$ cat config.mk
export PLATFORM = sky130hd
export DESIGN_NAME = stm_swapchain
export DESIGN_NICKNAME = d
export VERILOG_FILES = /design/src/rtl/stm_swapchain.sv
export SDC_FILE = /design/constraint.sdc
export NUM_CORES = 1
export LEC_CHECK = 0
export ABC_AREA = 1
export BUFFER_PORTS_ARGS = -buffer_cell sky130_fd_sc_hd__buf_2
export CAP_MARGIN = 10
export CORE_MARGIN = 5
export CORE_UTILIZATION = 45
export CTS_CLUSTER_SIZE = 30
export DETAILED_ROUTE_END_ITERATION = 10
export PLACE_DENSITY = 0.69
export SLEW_MARGIN = 20
export SYNTH_ARGS = -nofsm -noshare
export SYNTH_HDL_FRONTEND = slang
export SYNTH_SLANG_ARGS = --single-unit
$ cat constraint.sdc
create_clock -name CLK -period 2.32 [get_ports CLK]
set_input_delay 0.348 -clock CLK [delete_from_list [all_inputs] [get_ports CLK]]
set_output_delay 0.348 -clock CLK [all_outputs]
set_load 0.05 [all_outputs]
$ cat src/rtl/stm_swapchain.sv
// stm_swapchain: two-segment STM read-pointer swap chain with triggered segment transitions.
// Optional GPIO trigger (2-flop synchronizer + edge detect) built when STM_GPIO_TRIGGER_EN is defined.
module stm_swapchain (
  input  logic        CLK,
  input  logic        RST,
  input  logic [63:0] SYS_TIME,
  input  logic        UPDATE_SETTINGS,
  input  logic        REQ_RD_SEGMENT,
  input  logic [7:0]  TRANSITION_MODE,
  input  logic [63:0] TRANSITION_VALUE,
  input  logic [31:0] REP,
  input  logic [3:0]  GPIO_IN,
  input  logic [12:0] IDX_0,
  input  logic [12:0] IDX_1,
  input  logic [12:0] CYCLE_0,
  input  logic [12:0] CYCLE_1,
  output logic        SEGMENT,
  output logic [12:0] IDX,
  output logic        STOP
);
  typedef enum logic [1:0] {IDLE, WAIT_START, RUN_INF, RUN_FIN} state_t;
  typedef enum logic [1:0] {M_SYNC, M_TIME, M_GPIO, M_IMM} mode_t;
  state_t state;
  mode_t mode, new_mode;
  logic req_seg;
  logic [63:0] tval;
  logic [31:0] rep, pass_cnt;
  logic [12:0] prev_0, prev_1, idx_act, idx_req, cyc_act;
  logic wrap_0, wrap_1, wrap_req, wrap_act, gpio_edge, trig;
`ifdef STM_GPIO_TRIGGER_EN
  localparam logic gpio_en = 1'b1;
  logic [3:0] sync_1, sync_2, sync_3;
  always_ff @(posedge CLK)
    {sync_3, sync_2, sync_1} <= RST ? '0 : {sync_2, sync_1, GPIO_IN};
  assign gpio_edge = sync_2[tval[1:0]] & ~sync_3[tval[1:0]];
`else
  localparam logic gpio_en = 1'b0;
  logic gpio_unused;
  assign gpio_unused = ^GPIO_IN;
  assign gpio_edge = 1'b0;
`endif
  always_comb new_mode = TRANSITION_MODE == 8'h00 ? M_SYNC :
                         TRANSITION_MODE == 8'h01 ? M_TIME :
                         (gpio_en && TRANSITION_MODE == 8'h02) ? M_GPIO : M_IMM;
  // CYCLE of 0 makes every cycle a wrap so single-index segments still count passes
  assign wrap_0   = CYCLE_0 == '0 || (prev_0 == CYCLE_0 && IDX_0 == '0);
  assign wrap_1   = CYCLE_1 == '0 || (prev_1 == CYCLE_1 && IDX_1 == '0);
  assign wrap_req = req_seg ? wrap_1 : wrap_0;
  assign wrap_act = SEGMENT ? wrap_1 : wrap_0;
  assign idx_act  = SEGMENT ? IDX_1 : IDX_0;
  assign idx_req  = req_seg ? IDX_1 : IDX_0;
  assign cyc_act  = SEGMENT ? CYCLE_1 : CYCLE_0;
  always_comb trig = state == WAIT_START &&
                     (mode == M_SYNC ? wrap_req :
                      mode == M_TIME ? SYS_TIME >= tval :
                      mode == M_GPIO ? gpio_edge : 1'b1);
  always_ff @(posedge CLK) begin
    prev_0 <= IDX_0;
    prev_1 <= IDX_1;
  end
  // a fresh capture takes precedence over a trigger of the request it replaces
  always_ff @(posedge CLK)
    if (RST) begin
      state    <= RUN_INF;
      SEGMENT  <= 1'b0;
      IDX      <= '0;
      STOP     <= 1'b0;
      pass_cnt <= '0;
      rep      <= '1;
      mode     <= M_IMM;
      req_seg  <= 1'b0;
      tval     <= '0;
    end else if (UPDATE_SETTINGS) begin
      rep <= REP;
      if (!STOP) IDX <= idx_act;
      if (REQ_RD_SEGMENT != SEGMENT) begin
        state   <= WAIT_START;
        req_seg <= REQ_RD_SEGMENT;
        mode    <= new_mode;
        tval    <= TRANSITION_VALUE;
      end else begin
        state    <= &REP ? RUN_INF : RUN_FIN;
        pass_cnt <= '0;
      end
    end else if (trig) begin
      SEGMENT  <= req_seg;
      IDX      <= idx_req;
      STOP     <= 1'b0;
      pass_cnt <= '0;
      state    <= &rep ? RUN_INF : RUN_FIN;
    end else if (!STOP) begin
      IDX <= idx_act;
      if (state == RUN_FIN && wrap_act) begin
        if (pass_cnt == rep) begin
          STOP <= 1'b1;
          IDX  <= cyc_act;
        end else pass_cnt <= pass_cnt + 32'd1;
      end
    end
endmodule

### After elaboration in Yosys (flattened, before gate mapping)

Index checks and enable logic that the tools add are counted.

* bits in registers: 174
* input bits: 228
* word-level logic and storage cells: 79

* add/subtract/negate cells: 1
* $lt $le $gt $ge: 1
* eq/ne operators: 14
* multiplexer cells: 31
* bitwise logic cells: 1
* reduce and logical (&&, ||, !) cells: 20

Operator list (number)
* $mux 32: 6
* $mux 13: 9
* $ge 64x64->1: 1
* $reduce_and 32->1: 2
* $logic_not 13->1: 4
* $add 32x1->32 const B: 1
* $eq 32x32->1: 1
* $eq 13x13->1: 2
* $mux 1: 11
* $mux 2: 5
* $eq 8x1->1 const B: 1
* $logic_not 8->1: 1
* $reduce_and 2->1: 3
* $eq 2x1->1 const B: 2
* $eq 2x2->1 const B: 2
* $logic_and 1x1->1: 4
* $ne 2x2->1 const B: 2
* $reduce_and 4->1: 1
* $ne 3x2->1 const B: 1
* $ne 3x3->1 const B: 1
* $reduce_bool 3->1: 1
* $logic_not 2->1: 1
* $logic_or 1x1->1: 2
* $ne 2x1->1 const B: 1
* other kinds (3): 3

### Logic depth before layout (Yosys ltp)

Gate-level depths: netlist of run 1.

* depth after elaboration: 9
* mapped depth: 22
* depth with buffers taken out: 21

### Worst setup path after synthesis of run 1

OpenSTA, ideal clock, no wires.

* path kind: input -> register
* from: input SYS_TIME[63]
* to: register pass_cnt[24]
* setup time: 0.070 ns
* arrival time: 2.091 ns
* required time: 2.250 ns
* setup slack: 0.158 ns
* stages: 13
* cells stage by stage: ha_1 > a21oi_1 > o21ai_0 > a21oi_1 > nand2_1 > a21oi_1 > nand4_2 > nand2_4 > nand2_8 > nor2_8 > buf_4 > nand2_1 > a21oi_1

* cells in the longest elaborated chain, start to end: 6

Ends and longest elaborated chain
* start: declaration: line 6 `input logic [63:0] SYS_TIME,`
* $ge 64x64->1 (*): line 55 `mode == M_TIME ? SYS_TIME >= tval :`
* $mux 1 (*): line 55
* $mux 1 (*): line 54 `(mode == M_SYNC ? wrap_req :`
* $logic_and 1x1->1 (*): line 53 `always_comb trig = state == WAIT_START &&`
* $ne 3x3->1 (no source line), or another cell as far along
* $reduce_and 4->1 (no source line) / $mux 32 (equally long branches)
* end signal: assignment: line 97 `end else pass_cnt <= pass_cnt + 32'd1;`
* end: declaration: line 27 `logic [31:0] rep, pass_cnt;`

Mark *: on every way between the ends. The rest lies on a longest branch, timed or not.
A chain may end at the register's enable or synchronous reset.

### Worst setup path in the final report of run 1

* from: register tval[19]
* to: register pass_cnt[21]

* cells in the longest elaborated chain, start to end: 6

Ends and longest elaborated chain
* start: declaration: line 26 `logic [63:0] tval;`
* start signal: assignment: line 72 `tval <= '0;`
* start signal: assignment: line 80 `tval <= TRANSITION_VALUE;`
* $ge 64x64->1 (*): line 55
* $mux 1 (*): line 55
* $mux 1 (*): line 54
* $logic_and 1x1->1 (*): line 53
* $ne 3x3->1 (no source line), or another cell as far along
* $reduce_and 4->1 (no source line) / $mux 32 (equally long branches)

Marked as above.

==> run_results.csv, run 1 <==
group,metric,value,unit
sta,setup_repair_after_global_routing_missed_its_margin,"yes",
sta,clock-skew-final,0.01361,ns
synth,synth_top_area_cell,"dfxtp_1",
setup_path,cpPeakStageDelay,0.30,ns
clock_network,tritoncts,"yes",
synth,count_of_state_elements_after_synthesis,174,
floorplan,num_io_pins,243,
drt,wirelength_per_cell,15.57,µm
status,violations,"negative setup slack",
layout,finalNetCount,2127,
clock_network,clock_insertion_delay_worst_skew,0.44,ns
status,status,"finished with violations",
synth,syn-instance-count,1554,
setup_path,path_max_fanout,5,
sta,setup-tns-final,-5.220,ns
floorplan,design.die.area,26390,µm²
layout,areaGrowthSynthToFinish,34.24,%
power_and_ir_drop,maximum_vdd_drop,0.4140,mV
floorplan,die-width,162.5,µm
clock_network,clk_pin_slew_worst_paths,0.07,ns
sta,timing.final.setup_violations,48,
global_route,number_of_antenna_violations_at_the_first_check_in_global_routing,2,
global_route,grt_first_pass_wirelength,51120,µm
place,placed_cell_count,2114,
clock_network,cts-buffers-inserted,17,
min_path,min-delay-path-class,"in -> reg",
clock_network,cts_hold_repair.buffers,0,
sta,finalHoldViolCount,0,
floorplan,core.rowCount,55,
global_route,gr-usage-all-layers,23.74,%
setup_path,crit_path_frequent_cell,"nand2_2",
synth,ys.warnings.count,0,
flow_run,timing.max_cap.violations,0,
sta,relSlewSlack,56.81,%
setup_path,critical_path_required,2.67,ns
synth,yosysUniqueCellTypes,43,
sta,fin_crit,2.495,ns
sta,worstMarginPinSlew,0.6429,ns
setup_path,cp-start-kind,"flip-flop",
synth,synth.net_count,1847,
setup_path,critical_path.slowest_cell,"dfxtp_1",
global_route,grt_pass1_vias,10530,
sta,max_clock_freq,400.9,MHz
layout,final_cells,2161,
clock_network,clk_root_buffer_cell,"clkbuf_16",
synth,synth_area_leaders,"dfxtp_1 (33%), nand2_1 (14%), ha_1 (7.8%)",
sta,period_share,107.5,%
layout,multi_input_comb_area,6659,µm²
drt,routed-via-count,11160,
synth,synth_area,10460,µm²
synth,synth.cells.most_frequent,"nand2_1 (392), inv_1 (191), dfxtp_1 (174)",
synth,asyncSetResetFlopFracSynth,0,%
layout,fillers,2032,
drt,remaining_drc_errors,0,
place,preCtsSetupSlack,-0.2962,ns
sta,final_critical_path_setup_slack,-0.1746,ns
place,buffer_ports.inserted,238,
drt,number_of_iterations_in_the_first_detailed_routing_pass,7,
setup_path,critPathKind,"reg -> reg",
setup_path,worst-r2r-cell-count,17,
sta,hold_ws,0.03362,ns
global_route,grt_max_degree,129,
global_route,grt_overflow_total,0,
min_path,worst_hold_startpoint,"IDX_0[8]",
power_and_ir_drop,pwr_density_cell,555.2,nW/µm²
power_and_ir_drop,report.power.total,7.795,mW
clock_network,number_of_sinks_on_the_clock_net,174,
clock_network,clock_tree.htree_level_count,4,
sta,pins_over_slew_limit,0,
floorplan,core_area,22780,µm²
min_path,hold_depth,1,
setup_path,crit_end_category,"flip-flop",
synth,average_cell_area_after_synthesis,6.730,µm²
setup_path,worst_setup_startpoint,"tval[19]$_SDFFE_PP0P_",
floorplan,floorplan.initialDensity,45.92,%
power_and_ir_drop,p_leak,6.616,nW
layout,drive_above_1_share,30.07,%
synth,yosysSeqAreaShare,33.31,%
floorplan,die_h,162.5,µm
place,gpl.final_weighted_congestion,0.9325,
drt,per_cell_via_count_in_the_routed_design,5.165,
drt,drtIter0Drc,778,
synth,ys_dominant_reg_cell,"dfxtp_1",
clock_network,cts_buffer_depth,2,
drt,drt.antenna.violating_nets,0,
setup_path,worstPathCellList,"inv_1 -> ha_4 -> a21oi_1 -> o21ai_1 -> nand2_1 -> nand2_1 -> a21oi_2 -> nand2_2 -> nand2_2 -> nand4_4 -> nand2_4 -> buf_12 -> nand2_8 -> nor2_8 -> clkbuf_16 -> nand2_2 -> a21oi_1",
synth,synth.top_cell.area_share,33.31,%
synth,synth_enable_flop_cells,0,
setup_path,crit_arrival,2.84,ns
setup_path,crit-reg2reg-launch,"tval[19]$_SDFFE_PP0P_",
layout,ff_latch_area,3497,µm²
synth,yosysMostFrequentCell,"nand2_1",
drt,wl,33640,µm
place,place.detailed.hpwl,24170,µm
-- registers in the layout, indices dropped and copies added, names as in the netlist --
register	cells
SEGMENT	1
req_seg	1
tval	64
pass_cnt	32
IDX	13
state	2
STOP	1
prev_0	13
mode	2
rep	32
prev_1	13
-- repair_timing --
item                       in CTS  in global routing
resized for setup              65                119
buffers inserted                5                  4
cloned                          1                  5
pin swaps                      27                 60
setup endpoints to repair      47                 49
-- cell families after synthesis --
logic type | share of synthesized area [%]
simple gates | 28.20
compound gates | 15.41
buf+inv | 10.40
flops | 33.31
fa+ha+maj | 7.776
xor+xnor | 4.438
mux | 0.4785
-- final timing paths --
kind              slack [ns]                        end
hold reg to reg         0.46      tval[59]$_SDFFE_PP0P_
setup reg to reg       -0.17  pass_cnt[21]$_SDFFE_PP0P_
hold / removal          0.03          prev_0[8]$_DFF_P_
setup / recovery       -0.17  pass_cnt[21]$_SDFFE_PP0P_
-- through the flow --
stage | util [%] | cell area, µm²
floorplan | - | 10460
global placement | 54.47 | 12410
detailed placement | 54.47 | 12410
CTS | 58.67 | 13360
global route | 61.64 | 14040
finish | 61.64 | 14040
-- report_power, final --
group	total [mW]	switching (mW)	internal [mW]
clock	2.95	1.27	1.68
sequential	3.25	0.0879	3.16
combinational	1.59	0.914	0.677
total	7.80	2.27	5.52
-- metal layers --
layer / up-vias / global-route usage (%) / wire, µm
met5: - / 0 / 0
met4: 0 / 8.689 / 1173
met3: 91 / 3.721 / 2079
met2: 419 / 40.17 / 16160
met1: 5030 / 30.64 / 14220
li1: 5621 / - / -
-- worst max-delay path: cells and delay by family, from the launching register on --
family                     cells  cell delay, ns
AOI/OAI and AO/OA              4            0.55
adders and majority gates      1            0.21
buffers and inverters          3            0.41
DFF                            1            0.30
and+or+nand+nor                9            0.91
-- cell type report --
type / count / area share (%)
Multi-Input combinational cell: 1108 / 47.43
Sequential cell: 174 / 24.91
Timing Repair Buffer: 331 / 15.17
Inverter: 202 / 5.410
Clock buffer: 20 / 3.324
Tap cell: 313 / 2.789
Clock inverter: 11 / 0.9357
Antenna cell: 2 / 0.03565
-- cell usage in the layout, fill, tap and decap left out, drive strengths merged, types with 5 or more instances in the layout --
master,count
nor4,8
xor2,34
clkbuf,24
nor3,32
mux2i,5
nand4,42
nand3,84
o21ai,146
ha,65
xnor2,19
nor2,102
nand2,396
o2111ai,6
buf,327
inv,204
dfxtp,174
or2,6
a21oi,151
Power figures use the tool's default switching activity.
==> run 2, diff against run 1 <==
--- a/config.mk
+++ b/config.mk
@@ -12,7 +12,7 @@
 export CORE_UTILIZATION = 45
 export CTS_CLUSTER_SIZE = 30
 export DETAILED_ROUTE_END_ITERATION = 10
-export PLACE_DENSITY = 0.69
+export PLACE_DENSITY = 0.71
 export SLEW_MARGIN = 20
 export SYNTH_ARGS = -nofsm -noshare
 export SYNTH_HDL_FRONTEND = slang
==> constraint.sdc (replaced) <==
create_clock -name CLK -period 2.2 [get_ports CLK]
set_input_delay 0.33 -clock CLK [delete_from_list [all_inputs] [get_ports CLK]]
set_output_delay 0.33 -clock CLK [all_outputs]
set_load 0.05 [all_outputs]
==> run 2 against run 1 <==
Compared with the run above: the flow still finishes with violations (negative setup slack); cell area grew 3.5%; clock power barely moved; fmax rose by 3.9%; global-route usage grew 0.36 points; critical endpoint is now pass_cnt[11]$_SDFFE_PP0P_.
==> run_results.csv, run 2 (same netlist as run 1, synthesis figures left out) <==
group,metric,value,unit
status,status,"finished with violations",
status,violations,"negative setup slack",
setup_path,number_of_buffer_and_inverter_instances_along_the_worst_setup_path,3,
drt,drtIter0Drc,697,
floorplan,die_h,162.5,µm
setup_path,worst_path_dominant_cell_family,"simple AND/OR/NAND/NOR gates",
sta,finalHoldViolCount,0,
power_and_ir_drop,pwr_density_cell,560.4,nW/µm²
place,preCtsSetupSlack,-0.4239,ns
layout,final_cells,2224,
layout,post-route-cell-area,14530,µm²
floorplan,core_area,22780,µm²
setup_path,cp-start-kind,"flip-flop",
setup_path,critical_path_required,2.49,ns
sta,relSlewSlack,55.90,%
place,placedInstanceArea,12890,µm²
clock_network,number_of_sinks_on_the_clock_net,174,
sta,max_clock_freq,416.3,MHz
global_route,number_of_antenna_violations_at_the_first_check_in_global_routing,3,
drt,wirelength_per_cell,14.97,µm
sta,period_share,109.2,%
clock_network,clock_insertion_delay_worst_skew,0.44,ns
setup_path,crit_arrival,2.69,ns
layout,flip_flop_count_of_the_largest_register_all_copies_and_words_added,64,
layout,most-common-layout-cells,"nand2_1 (372), buf_2 (238), inv_1 (178), dfxtp_1 (162), o21ai_0 (139)",
place,buffer_ports.inserted,238,
sta,setup_repair_after_global_routing_missed_its_margin,"yes",
setup_path,crit_path_frequent_cell,"nand2_8",
drt,number_of_iterations_in_the_first_detailed_routing_pass,6,
floorplan,die-width,162.5,µm
layout,fillers,2039,
layout,top_register,"tval",
floorplan,core.rowCount,55,
setup_path,path_max_fanout,8,
setup_path,cpPeakStageDelay,0.32,ns
setup_path,worstPathCellList,"inv_2 -> ha_4 -> nand2_1 -> nor2_2 -> nand4_1 -> buf_4 -> nor3_4 -> nand2_2 -> nand4_4 -> nand2_4 -> nand2_8 -> nand2_8 -> clkbuf_16 -> nand3_1 -> a21oi_1",
clock_network,clk_pin_slew_worst_paths,0.07,ns
layout,drive_above_1_share,32.20,%
sta,final_critical_path_setup_slack,-0.2020,ns
power_and_ir_drop,maximum_vdd_drop,0.5322,mV
drt,routed-via-count,11290,
sta,fin_crit,2.402,ns
clock_network,tritoncts,"yes",
flow_run,timing.max_cap.violations,0,
clock_network,cts-buffers-inserted,17,
power_and_ir_drop,p_leak,6.779,nW
layout,finalNetCount,2187,
global_route,grt_first_pass_wirelength,52080,µm
global_route,gr-usage-all-layers,24.11,%
layout,reg_top3,"tval (64), pass_cnt (32), rep (32)",
floorplan,num_io_pins,243,
drt,per_cell_via_count_in_the_routed_design,5.077,
place,place.detailed.hpwl,24960,µm
global_route,grt_max_degree,71,
sta,clock-skew-final,0.01404,ns
sta,worstMarginPinSlew,0.6614,ns
sta,pins_over_slew_limit,0,
floorplan,design.die.area,26390,µm²
place,gpl.final_weighted_congestion,0.8939,
setup_path,critical_path.slowest_cell,"dfxtp_2",
sta,timing.final.setup_violations,49,
clock_network,clock_tree.htree_level_count,4,
drt,remaining_drc_errors,0,
min_path,min-delay-path-class,"in -> reg",
drt,wl,33300,µm
clock_network,cts_buffer_depth,2,
layout,areaGrowthSynthToFinish,38.96,%
setup_path,critPathKind,"reg -> reg",
global_route,grt_pass1_vias,10880,
drt,drt.antenna.violating_nets,0,
layout,mostFrequentLayoutCell,"nand2_1",
global_route,grt_overflow_total,0,
place,placed_cell_count,2178,
setup_path,crit_end_category,"flip-flop",
clock_network,clk_root_buffer_cell,"clkbuf_16",
floorplan,floorplan.initialDensity,45.92,%
[run 2: worst paths after layout]
path,cells after the start,endpoint,slack [ns],start
worst max-delay path,15,pass_cnt[11]$_SDFFE_PP0P_,-0.20,tval[21]$_SDFFE_PP0P_
worst min-delay path,1,prev_0[2]$_DFF_P_,0.03,IDX_0[2]
worst max register to register,15,pass_cnt[11]$_SDFFE_PP0P_,-0.20,tval[21]$_SDFFE_PP0P_
worst min register to register,2,tval[61]$_SDFFE_PP0P_,0.46,tval[61]$_SDFFE_PP0P_
[run 2: metal layers]
layer	share of wire [%]	global-route usage [%]	vias up	routed length, µm
li1	-	-	5743	-
met3	5.3	3.417	70	1780
met5	0	0	-	0
met4	3.2	10.30	0	1063
met2	48	40.77	334	16140
met1	43	30.75	5144	14320
[run 2: final cells by class]
| class | count | area (µm²) | area share (%) |
|---|---|---|---|
| inverters | 202 | 759.5 | 5.226 |
| clock buffers | 21 | 460.4 | 3.168 |
| repair buffers | 391 | 2557 | 17.60 |
| clock inverters | 11 | 108.9 | 0.7490 |
| well taps | 313 | 391.6 | 2.695 |
| flip-flops and latches | 174 | 3498 | 24.07 |
| diodes | 4 | 10.01 | 0.06887 |
| multi-input cells | 1108 | 6748 | 46.43 |
[run 2: repair_timing]
action                                 CTS  global route
setup endpoints to repair               49            49
hold buffers                             2             0
setup buffers                            4             2
resized for setup                       55           132
pin swaps                               23            52
cloned                                   2             2
endpoints found under the hold margin    2             0
[run 2: per-stage QoR]
step	total power [mW]	util, %	setup TNS [ns]	hold slack [ns]
floorplan	4.348	-	0	0.3577
global placement	4.980	56.58	-17.70	0.4430
detailed placement	5.025	56.58	-17.70	0.4490
CTS	8.025	60.60	-8.716	0.01209
global route	8.564	63.81	-15.51	0.01571
finish	8.145	63.81	-8.279	0.02553
[run 2: where the power goes]
part	internal [mW]	leakage, nW	switching (mW)
clock network	1.63	0.266	1.30
logic	0.796	5.07	0.988
registers	3.34	1.44	0.0912
==> run 3, diff against run 2 <==
--- a/config.mk
+++ b/config.mk
@@ -12,6 +12,7 @@
 export CORE_UTILIZATION = 45
 export CTS_CLUSTER_SIZE = 30
 export DETAILED_ROUTE_END_ITERATION = 10
+export MAX_ROUTING_LAYER = met4
 export PLACE_DENSITY = 0.71
 export SLEW_MARGIN = 20
 export SYNTH_ARGS = -nofsm -noshare
==> run 3 against run 2 <==
Compared with the run above: first-iteration DRC count grew 8.5%; cell count about the same; via count shrank 0.38%; die area unchanged; utilization decreased by 0.81 points; worst setup slack worse by 0.11 ns; highest routed layer unchanged; the run still ends with negative setup slack left; critical endpoint is now pass_cnt[21]$_SDFFE_PP0P_.
==> run_results.csv, run 3 (same netlist as run 1, synthesis figures left out) <==
group,metric,value,unit
drt,per_cell_via_count_in_the_routed_design,5.053,
sta,fin_crit,2.516,ns
sta,worstMarginPinSlew,0.5913,ns
clock_network,clock_tree.htree_level_count,4,
setup_path,cp-start-kind,"flip-flop",
layout,finalNetCount,2191,
power_and_ir_drop,power_frac_clock,39.3,%
setup_path,worst_setup_startpoint,"tval[37]$_SDFFE_PP0P_",
sta,hold_ws,0.02603,ns
min_path,min-delay-path-class,"in -> reg",
layout,areaGrowthSynthToFinish,37.19,%
power_and_ir_drop,maximum_vdd_drop,0.4986,mV
power_and_ir_drop,pwr_density_cell,592.0,nW/µm²
power_and_ir_drop,power_switching_share,27.69,%
drt,remaining_drc_errors,0,
clock_network,clock_insertion_delay_worst_skew,0.43,ns
sta,pins_over_slew_limit,0,
global_route,grt_overflow_total,0,
layout,most-common-layout-cells,"nand2_1 (359), buf_2 (238), inv_1 (184), dfxtp_1 (167), o21ai_0 (137)",
layout,reg_top3,"tval (64), pass_cnt (32), rep (32)",
drt,number_of_iterations_in_the_first_detailed_routing_pass,5,
clock_network,tritoncts,"yes",
sta,clock-skew-final,0.008629,ns
place,buffer_ports.inserted,238,
sta,timing.final.setup_violations,48,
clock_network,clk_root_buffer_cell,"clkbuf_16",
clock_network,cts_buffer_depth,2,
layout,flip_flop_count_of_the_largest_register_all_copies_and_words_added,64,
layout,layout.core_utilization,62.99,%
global_route,grt_max_degree,70,
sta,relSlewSlack,60.58,%
place,place.detailed.hpwl,24950,µm
clock_network,clk_pin_slew_worst_paths,0.07,ns
global_route,grt_first_pass_wirelength,51720,µm
global_route,number_of_antenna_violations_at_the_first_check_in_global_routing,4,
global_route,gr-usage-all-layers,24.80,%
floorplan,core.rowCount,55,
setup_path,critical_path.endpoint,"pass_cnt[21]$_SDFFE_PP0P_",
flow_run,timing.max_cap.violations,0,
setup_path,critical_path_required,2.56,ns
setup_path,worst-r2r-cell-count,16,
floorplan,floorplan.initialDensity,45.92,%
sta,finalHoldViolCount,0,
place,placedInstanceArea,12870,µm²
setup_path,crit-reg2reg-launch,"tval[37]$_SDFFE_PP0P_",
power_and_ir_drop,p_int,6.142,mW
sta,max_clock_freq,397.4,MHz
floorplan,die-width,162.5,µm
floorplan,die_h,162.5,µm
power_and_ir_drop,p_leak,6.840,nW
layout,drive_above_1_share,29.81,%
layout,fillers,2077,
setup_path,crit_end_category,"flip-flop",
layout,top_register,"tval",
drt,drtIter0Drc,756,
drt,wl,33400,µm
power_and_ir_drop,netSwitchingPower,2.352,mW
place,gpl.final_weighted_congestion,0.8994,
drt,wirelength_per_cell,15.00,µm
clock_network,number_of_sinks_on_the_clock_net,174,
setup_path,path_max_fanout,5,
layout,post-route-cell-area,14350,µm²
layout,mostFrequentLayoutCell,"nand2_1",
drt,routed-via-count,11250,
floorplan,core_area,22780,µm²
layout,ff_latch_area,3492,µm²
setup_path,crit_arrival,2.87,ns
sta,setup_repair_after_global_routing_missed_its_margin,"yes",
drt,drt.antenna.violating_nets,0,
clock_network,cts-buffers-inserted,17,
status,violations,"negative setup slack",
sta,final_critical_path_setup_slack,-0.3161,ns
sta,period_share,114.4,%
floorplan,num_io_pins,243,
power_and_ir_drop,register_share_of_total_power,40.3,%
setup_path,regToRegSetupSlack,-0.32,ns
setup_path,critPathKind,"reg -> reg",
layout,multi_input_comb_area,6444,µm²
global_route,grt_pass1_vias,10700,
setup_path,crit-reg2reg-capture,"pass_cnt[21]$_SDFFE_PP0P_",
floorplan,design.die.area,26390,µm²
status,status,"finished with violations",
power_and_ir_drop,comb_power_share,20.4,%
run 3: how the worst min path moves through the flow:
| stage | start | endpoint | slack [ns] | cells after the start |
|---|---|---|---|---|
| global route | IDX_0[3] | prev_0[3]$_DFF_P_ | 0.01 | 1 |
| floorplan | IDX_0[0] | prev_0[0]$_DFF_P_ | 0.36 | 0 |
| global placement | tval[13]$_SDFFE_PP0P_ | tval[13]$_SDFFE_PP0P_ | 0.44 | 2 |
| CTS | IDX_0[3] | prev_0[3]$_DFF_P_ | 0.01 | 1 |
| detailed placement | IDX_0[9] | prev_0[9]$_DFF_P_ | 0.45 | 1 |
| finish | IDX_0[3] | prev_0[3]$_DFF_P_ | 0.03 | 1 |
run 3: area by class of cell:
class | instances | area share (%)
flip-flops and latches | 174 | 24.34
clock inverters | 11 | 1.334
well taps | 313 | 2.729
diodes | 4 | 0.06976
clock buffers | 19 | 3.087
multi-input cells | 1108 | 44.91
repair buffers | 395 | 18.24
inverters | 202 | 5.293
run 3: power by group through the flow:
stage          Clock, mW  Combinational (mW)  Sequential (mW)
2_1_floorplan          0               0.812             3.54
3_3_place_gp           0                1.50             3.49
3_5_place_dp           0                1.53             3.49
4_1_cts             3.37                1.65             3.42
5_1_grt             3.52                1.94             3.44
6_report            3.34                1.73             3.42
run 3: worst max-delay path, cell delays in order (launching register included):
cell and delay (ns):
dfxtp_1 0.31, inv_1 0.06, ha_1 0.28, a21oi_1 0.14, o21a_1 0.15, nand2_1 0.08
nand2_1 0.06, nand2_1 0.10, a21oi_4 0.20, nand4_4 0.13, nand2_4 0.15, nand2_8 0.08
buf_12 0.13, nor2_8 0.20, clkbuf_16 0.19, nand2_1 0.06, a21oi_2 0.13
run 3: routing by layer:
layer / up-vias / track usage [%] / part of all wire, %
met5: - / - / 0
met4: 0 / 9.150 / 2.8
met3: 76 / 3.088 / 5.8
met2: 357 / 41.11 / 48
met1: 5066 / 31.12 / 43
li1: 5749 / - / -
run 3: what timing repair did:
action                     in CTS  in global routing
hold endpoints to repair        2                  0
pin swaps                      33                 54
setup endpoints to repair      49                 49
cloned                          2                  3
gates resized for setup        63                 65
hold buffers                    2                  0
buffers inserted                6                  5
run 3: stage by stage:
stage / setup slack, ns / setup TNS, ns / instances / power (mW)
after floorplan: 0.05643 / 0 / 1554 / 4.348
after global placement: -0.3214 / -12.53 / 2174 / 4.982
after detailed placement: -0.3983 / -15.49 / 2174 / 5.020
after CTS: -0.1806 / -6.427 / 2214 / 8.441
after global routing: -0.4595 / -18.00 / 2226 / 8.898
final: -0.3161 / -11.11 / 2226 / 8.495
